[src/rtl/req_arbiter_rr.sv]
// Registered active-low request arbiter with fixed-priority / round-robin modes and held grants.
// Optional forced release of unacknowledged grants is built when ARB_TIMEOUT_EN is defined.
module req_arbiter_rr #(
    parameter int WIDTH   = 16,
    parameter int IDXW    = $clog2(WIDTH),
    parameter int TIMEOUT = 8
) (
    input  logic             clk,
    input  logic             rst,
    input  logic [WIDTH-1:0] d,
    input  logic             c,
    input  logic             s,
    input  logic             ack,
    output logic [WIDTH-1:0] address,
    output logic [IDXW-1:0]  index,
    output logic             valid,
    output logic             timeout
);

    typedef enum logic {IDLE, GRANT} state_t;

    state_t           state, state_nxt;
    logic [IDXW-1:0]  ptr, ptr_nxt, ptr_adv, start, win;
    logic [IDXW-1:0]  index_nxt;
    logic [WIDTH-1:0] address_nxt;
    logic             valid_nxt, timeout_nxt;
    logic [WIDTH-1:0] req;
    logic             done, expire;

    assign req = ~d;

    function automatic logic [IDXW-1:0] lowest(input logic [WIDTH-1:0] v);
        logic [IDXW-1:0] r;
        r = '0;
        for (int i = WIDTH - 1; i >= 0; i--) begin
            if (v[i]) r = IDXW'(i);
        end
        return r;
    endfunction

    // Prefer requesters at or above start; otherwise wrap to the lowest one overall.
    function automatic logic [IDXW-1:0] pick(input logic [WIDTH-1:0] v, input logic [IDXW-1:0] st);
        logic [WIDTH-1:0] upper;
        for (int i = 0; i < WIDTH; i++) begin
            upper[i] = v[i] && (i >= int'(st));
        end
        return (|upper) ? lowest(upper) : lowest(v);
    endfunction

`ifdef ARB_TIMEOUT_EN
    localparam int CNTW = $clog2(TIMEOUT + 1);
    logic [CNTW-1:0] cnt, cnt_nxt;

    assign expire = (state == GRANT) && !ack && (cnt == CNTW'(TIMEOUT - 1));

    always_comb begin
        cnt_nxt = cnt;
        if (valid_nxt && (state == IDLE || done)) begin
            cnt_nxt = '0;
        end else if (state == GRANT && !done) begin
            cnt_nxt = cnt + CNTW'(1);
        end
    end

    always_ff @(posedge clk or posedge rst) begin
        if (rst) cnt <= '0;
        else     cnt <= cnt_nxt;
    end
`else
    assign expire = 1'b0;
`endif

    always_comb begin
        state_nxt   = state;
        ptr_nxt     = ptr;
        address_nxt = address;
        index_nxt   = index;
        valid_nxt   = valid;
        timeout_nxt = 1'b0;
        done        = (state == GRANT) && (ack || expire);
        ptr_adv     = (index == IDXW'(WIDTH - 1)) ? '0 : index + IDXW'(1);
        // A completing grant hands the updated pointer straight to a same-edge re-arbitration.
        start       = s ? (done ? ptr_adv : ptr) : '0;
        win         = pick(req, start);
        if (done) ptr_nxt = ptr_adv;

        case (state)
            IDLE: begin
                if (c && |req) begin
                    state_nxt   = GRANT;
                    index_nxt   = win;
                    address_nxt = WIDTH'(1) << win;
                    valid_nxt   = 1'b1;
                end
            end
            GRANT: begin
                if (done) begin
                    timeout_nxt = expire;
                    if (c && |req) begin
                        index_nxt   = win;
                        address_nxt = WIDTH'(1) << win;
                    end else begin
                        state_nxt   = IDLE;
                        index_nxt   = '0;
                        address_nxt = '0;
                        valid_nxt   = 1'b0;
                    end
                end
            end
            default: state_nxt = IDLE;
        endcase
    end

    always_ff @(posedge clk or posedge rst) begin
        if (rst) begin
            state   <= IDLE;
            ptr     <= '0;
            address <= '0;
            index   <= '0;
            valid   <= 1'b0;
            timeout <= 1'b0;
        end else begin
            state   <= state_nxt;
            ptr     <= ptr_nxt;
            address <= address_nxt;
            index   <= index_nxt;
            valid   <= valid_nxt;
            timeout <= timeout_nxt;
        end
    end

endmodule

[config.mk]
export PLATFORM = sky130hd
export DESIGN_NAME = req_arbiter_rr
export DESIGN_NICKNAME = d
export VERILOG_FILES = /design/src/rtl/req_arbiter_rr.sv
export SDC_FILE = /design/constraint.sdc
export NUM_CORES = 1
export LEC_CHECK = 0
export ABC_CLOCK_PERIOD_IN_PS = 2800
export BUFFER_PORTS_ARGS = -buffer_cell sky130_fd_sc_hd__buf_4
export CAP_MARGIN = 20
export CORE_AREA = 2 2 66 74
export CTS_BUF_LIST = sky130_fd_sc_hd__clkbuf_4 sky130_fd_sc_hd__clkbuf_8
export CTS_CLUSTER_DIAMETER = 30
export DETAILED_ROUTE_END_ITERATION = 16
export DIE_AREA = 0 0 68 76
export PLACE_DENSITY = 0.69
export SLEW_MARGIN = 5
export SYNTH_ARGS = -nofsm -noshare
export SYNTH_HDL_FRONTEND = slang
export SYNTH_SLANG_ARGS = --single-unit
[constraint.sdc]
create_clock -name clk -period 2.8 [get_ports clk]
set_input_delay 0.28 -clock clk [delete_from_list [all_inputs] [get_ports clk]]
set_output_delay 0.28 -clock clk [all_outputs]
set_load 0.05 [all_outputs]
-- After elaboration in Yosys (flattened, before gate mapping)
Index checks and enable logic that the tools add are counted.
- register bits: 26
- output and inout port bits: 22
- logic and storage cells: 99
- add/sub/neg operators: 1
- $lt $le $gt $ge: 15
- eq/ne operators: 4
- shift-type cells: 1
- muxes and demuxes: 50
- bitwise logic cells: 2
- reductions and logical operators: 21
- operators by type and width (operator ; count):
    $mux 4 ; 38
    $mux 16 ; 3
    $pmux 16 s2 ; 1
    $reduce_or 16->1 ; 2
    $ge 4x4->1 const A ; 7
    $logic_and 1x1->1 ; 17
    $ge 3x4->1 const A ; 4
    $not 16->16 ; 1
    $shl 1x4->16 const A ; 1
    $ge 1x4->1 const A ; 2
    $ge 2x4->1 const A ; 2
    $pmux 4 s2 ; 1
    $mux 1 ; 5
    $add 4x1->4 const B ; 1
    $eq 4x4->1 const B ; 1
    $ne 2x2->1 const B ; 2
    $pmux 1 s2 ; 2
    $reduce_and 3->1 ; 1
    $ne 2x1->1 const B ; 1
    $reduce_and 2->1 ; 1
    $not 1->1 ; 1

-- Longest topological paths before layout
- depth in word-level cells: 26
- gate-level depth with buffers: 11

-- Least setup slack after synthesis
Ideal clock, no wire load.
- path type: register to register
- start: register index[0]
- end: register address[0]
- setup time: 0.122 ns
- data arrival time: 2.909 ns
- required time: 2.678 ns
- path slack: -0.231 ns
- stages on the path, launching flop included: 11
- clock period less this slack: 3.031 ns
- path through: dfrtp_1 ha_1 nand2b_1 o2111a_1 o41ai_2 a2bb2o_1 a221oi_1 o32a_1 o22a_1 buf_2 a32o_1
- longest elaborated chain between the ends: 26
- elaborated cells between the ends (all ways): 57
- RTL lines (what ; line ; source):
    start: declaration ; 15 ; output logic [IDXW-1:0] index,
    start signal: assignment ; 126 ; index <= index_nxt;
    $add 4x1->4 or $eq 4x4->1 (tied branches) ; 81 ; ptr_adv = (index == IDXW'(WIDTH - 1)) ? '0 : index + IDXW'(1);
    $mux 4 * ; 81 ;
    $mux 4 * ; n/a ;
    $mux 4 * ; 83 ; start = s ? (done ? ptr_adv : ptr) : '0;
    $ge 4x4->1 ; 45 ; upper[i] = v[i] && (i >= int'(st));
    $logic_and 1x1->1 ; 45 ;
    $mux 4 (15 in series) ; 36 ; if (v[i]) r = IDXW'(i);
    $mux 4 * ; 47 ; return (|upper) ? lowest(upper) : lowest(v);
    $shl 1x4->16 * ; 92, 101 ;
    $mux 16 ; 99 ; if (c && |req) begin
    $mux 16 ; 97 ; if (done) begin
    $pmux 16 s2 * ; 87 ; case (state)
    end signal: assignment ; 125 ; address <= address_nxt;
    end: declaration ; 14 ; output logic [WIDTH-1:0] address,
Mark *: on every way between the ends. The rest lies on a longest branch, timed or not. The select of a mux whose other input is x is not followed.
A chain may end at the register's enable or synchronous reset.

-- Final worst setup path
- start: register index[1]
- end: register address[14]
The elaborated chain is that of the path after synthesis.

==> summary by stage <==
Layout
The post-route standard cell area excluding fillers is between 0.002 and 0.003 mm2. The layout net count is 307. The post-synthesis to final-layout area growth is 42.3%.

Counting the fill cells in the layout gives approximately 400. The number of antenna diodes in the final layout is 0. The combined area of the multi-input logic cells is around 0.0013 mm2.

The share of final-layout standard cells stronger than drive strength 1 is between 40 and 50%. In the final layout, flip-flops and latches occupy approximately 650 um2.

Yosys
The distinct cell type count of the synthesized netlist is between 50 and 60. Counting flops and latches in the post-synthesis netlist gives 26. Ranked by instance count, the synthesized netlist is headed by 26 x sky130_fd_sc_hd__dfrtp_1, 23 x sky130_fd_sc_hd__nand2_1, 16 x sky130_fd_sc_hd__a21oi_1, 16 x sky130_fd_sc_hd__a32o_1, 11 x sky130_fd_sc_hd__o21ai_0. The register area share after synthesis is roughly 34%. The post-synthesis instance area is roughly 0.0019 mm2. sky130_fd_sc_hd__dfrtp_1 takes more of the synthesized area than any other cell. The synthesized net count is roughly 230. For this run, asynchronously set or reset flops after synthesis account for between 90% and 100%. After synthesis, the mean cell area works out to slightly above 9 um2. By area the synthesized netlist is led by sky130_fd_sc_hd__dfrtp_1 34%, sky130_fd_sc_hd__a32o_1 8.4%, sky130_fd_sc_hd__nand2_1 4.5%, sky130_fd_sc_hd__a21oi_1 4.2%, sky130_fd_sc_hd__and2_1 2.9%.

Counting flops with a built-in enable in the synthesized netlist gives 0. The post-synthesis cell count is 210. The Yosys warning count is 0.

Among all flip-flop cells after synthesis, the most frequent one is sky130_fd_sc_hd__dfrtp_1. sky130_fd_sc_hd__dfrtp_1 is the most common cell in the netlist. The fraction of synthesized cell area taken by the top area cell type is roughly 34%.

STA
The final worst hold slack is 0.0436 ns. Clock skew on the completed layout was measured at 0.00177 ns. Setup repair after global routing could not meet its margin everywhere. The number of hold violations in the final report came to 0. The shortest clock period the worst path allows after layout is 2.83 ns. The number of pins with negative max-slew slack in the final report came to 0. The final number of setup-violating endpoints is 2. The final cycle utilization of the critical path is 101%. The smallest setup slack after layout is -0.0261 ns.

Based on the critical path, the design can be clocked at up to ~350 MHz.

Clock network
For this design, the CTS-stage hold fixing added 0 buffers. CTS built an H-tree with a depth of 1. Clock-pin slew was measured on the worst setup and hold paths at 0.10 ns.

The CTS buffer count is 3. No sink is reached through more buffers than the 2 on the longest clock path. The later pin in the worst-skew pair is clocked with a latency of 0.28 ns. The clock net in this run drives a total of 26 sinks. In this run the clock root is driven by a sky130_fd_sc_hd__clkbuf_8. The clock tree from TritonCTS is yes.

Floorplanning
The horizontal extent of the die is just under 70 um. The die is approximately 76 um tall. The I/O pin count is 43. The number of rows in the core area is 26. The placeable core area is approximately 0.0045 mm2. The die covers around 0.0052 mm2. The initial utilization of the core area, before any placement, comes to 42.6%.

Route
Dividing the detail-routed wire length by the instance count gives between 15 and 20 um. The detailed router used layers up to and including met4. The violation count after the first detailed-route iteration is roughly 110. After detailed routing, the met3 layer carries roughly 380 um of wire. The via count of the routed design is ~2000. The via-per-instance ratio is roughly 6. The aggregate routed wire length is 5800 um. The detailed-route DRC error count is 0.

For this block, wires on met1 add up to about 2500 um. For this run, the detailed router's first-pass iteration total came to 4. The routed wire length on met2 is 2860 um. The number of routed nets with antenna violations is 0.

Worst setup path
The slowest cell on the critical path is sky130_fd_sc_hd__dfrtp_2. STA classifies the critical path endpoint as a flop. The data arrival time of the critical path is ~3.0 ns.

Traced cell by cell, the critical path runs through ha_4 -> xor2_2 -> buf_4 -> o211ai_2 -> nand2_1 -> a21oi_2 -> nor3_1 -> o32a_1 -> o22a_4 -> a32o_1. The category of cells accounting for the largest share of critical-path delay is compound AO/OA/AOI/OAI gates. The kind of launch point of the worst setup path is a flop.

The critical path start-end classification is reg -> reg. On the worst path, the slowest cell contributes a delay of approximately 0.44 ns. The critical path starts at index[1]. Counting both buffers and inverters, the worst setup path holds a total of 1. Of all nets on the critical path, the largest fanout is 5. Across all register-to-register paths, the minimum setup slack is -0.03 ns. For the worst setup path, the data required time is slightly below 3 ns. In this run the critical register-to-register path is launched from index[1].

Power
In this run the power density over the cells is roughly 700 mW/mm2. Net switching is a little over two fifths of the power. The internal power summed over all cells is between 1 and 1.5 mW. The combinational power share is between 50% and 60%. The completed layout was analyzed and its total power is 1.90 mW.

The leakage component of the power is approximately 1.2 nW. The sequential fraction of design power is a little over a quarter. The clock network accounts for 17.0% of the total power. The reported net switching power is around 820 uW. The peak ir drop on the vdd network is approximately 0.00046 V.

Place
Summed over all nets, the half-perimeter wirelength after detailed placement is approximately 4300 um. Once placement finished, the instance area stood at between 0.002 and 0.0025 mm2. Input and output buffers added on the ports amount to 41. The last weighted congestion value of the routability-driven placer is ~0.97.

Global route
The total routing usage reported by global routing is between 20 and 25%. The overall overflow remaining after global route is 0. The number of antenna violations at the first check in global routing is 0.

The via count of the first global-routing pass came to approximately 2000. The largest net degree at the start of global routing is 27. The first global-routing pass estimated 9320 um of wire.

Outcome
The checks that failed: setup timing. The flow ran to the end, but the final reports show violations.

Run
The number of max-cap violations is 0.

Hold path
In this run the worst hold path is classified as in -> async.
## per-layer routing
layer	GRT usage, %	vias to the layer above
li1	-	976
met1	30.3	975
met2	38.3	76
met3	5.17	14
met4	5.60	0
met5	0	-
## worst paths after layout
kind	to	depth (start not counted)
max	address[14]	10
min	valid	3
max reg2reg	address[14]	10
min reg2reg	address[1]	1
max in group asynchronous	index[1]	3
min in group clk	valid	4
## cells by family (layout without fill, tap and decap cells)
logic type,Yosys count,after routing,share of synthesized area (%)
adders and majority gates,1,1,0.655
DFF,26,26,34.1
buffers and inverters,19,92,4.19
xor gates and xnor gates,1,1,0.852
and+or+nand+nor,69,69,20.5
other,1,1,0.196
AOI/OAI and AO/OA,93,94,39.6
## per-stage QoR
step / worst slack (ns) / setup TNS (ns) / cells / utilization [%]
6_report: -0.0261 / -0.0326 / 340 / 60.6
5_1_grt: -0.176 / -2.03 / 340 / 60.6
4_1_cts: -0.0405 / -0.376 / 335 / 58.6
3_5_place_dp: -0.0681 / -0.280 / 329 / 55.5
3_3_place_gp: -0.0240 / -0.0689 / 329 / 55.5
2_1_floorplan: 0.0206 / 0 / 210 / -
## power groups by stage
| stage | clock (mW) | sequential, mW | combinational, mW |
|---|---|---|---|
| 2_1_floorplan | 0 | 0.673 | 0.449 |
| 3_3_place_gp | 0 | 0.507 | 0.947 |
| 3_5_place_dp | 0 | 0.510 | 0.949 |
| 4_1_cts | 0.326 | 0.504 | 0.996 |
| 5_1_grt | 0.349 | 0.514 | 1.14 |
| 6_report | 0.323 | 0.503 | 1.07 |
## final cells by class
| cell class | instances | area share, % |
|---|---|---|
| Clock buffer | 3 | 1.52 |
| Clock inverter | 1 | 1.10 |
| Inverter | 11 | 1.52 |
| Multi-Input combinational cell | 166 | 47.5 |
| Sequential cell | 26 | 24.1 |
| Tap cell | 56 | 2.58 |
| Timing Repair Buffer | 77 | 21.7 |
## worst reg2reg max path, delay by kind of cell, from the launching register on
kind	cells	cell delay, ns
AND/OR/NAND/NOR	2	0.21
adder cells (fa/ha/maj)	1	0.18
XOR/XNOR	1	0.16
AO/OA/AOI/OAI	5	1.58
buffers and inverters	1	0.16
flip-flops	1	0.44
## repair_timing
| item | 4_1_cts | 5_1_grt |
|---|---|---|
| resized for setup | 12 | 11 |
| endpoints found under the setup margin | 14 | 19 |
| pin swaps | 13 | 11 |
| cloned | 1 | 0 |
| setup buffers | 2 | 5 |
## sequential cells by signal, summed over array words and instances (netlist names)
register  flops
address      16
index         4
ptr           4
state         1
valid         1
## cell usage in the layout, fill, tap and decap left out, types with 2 or more instances in the layout
cell type and instances:
sky130_fd_sc_hd__nor2_1 6, sky130_fd_sc_hd__a211oi_1 3, sky130_fd_sc_hd__o2111ai_1 2, sky130_fd_sc_hd__a32o_1 16, sky130_fd_sc_hd__nand2_1 22, sky130_fd_sc_hd__o21ai_1 3
sky130_fd_sc_hd__inv_1 10, sky130_fd_sc_hd__nand2_2 2, sky130_fd_sc_hd__a21oi_2 2, sky130_fd_sc_hd__nand3_1 3, sky130_fd_sc_hd__buf_4 74, sky130_fd_sc_hd__clkbuf_8 3
sky130_fd_sc_hd__o211ai_1 2, sky130_fd_sc_hd__a21o_1 4, sky130_fd_sc_hd__nand4_1 5, sky130_fd_sc_hd__and2_4 2, sky130_fd_sc_hd__nand4b_1 2, sky130_fd_sc_hd__o21a_1 4
sky130_fd_sc_hd__nor3_1 2, sky130_fd_sc_hd__a31oi_1 5, sky130_fd_sc_hd__and2_1 7, sky130_fd_sc_hd__o21ai_0 10, sky130_fd_sc_hd__o22a_4 2, sky130_fd_sc_hd__a21oi_1 15
sky130_fd_sc_hd__o31ai_1 2, sky130_fd_sc_hd__o41ai_4 2, sky130_fd_sc_hd__dfrtp_2 3, sky130_fd_sc_hd__buf_6 3, sky130_fd_sc_hd__nand2b_1 6, sky130_fd_sc_hd__a221oi_1 2
sky130_fd_sc_hd__dfrtp_1 23
No activity file was read; power rests on OpenSTA's default activity.
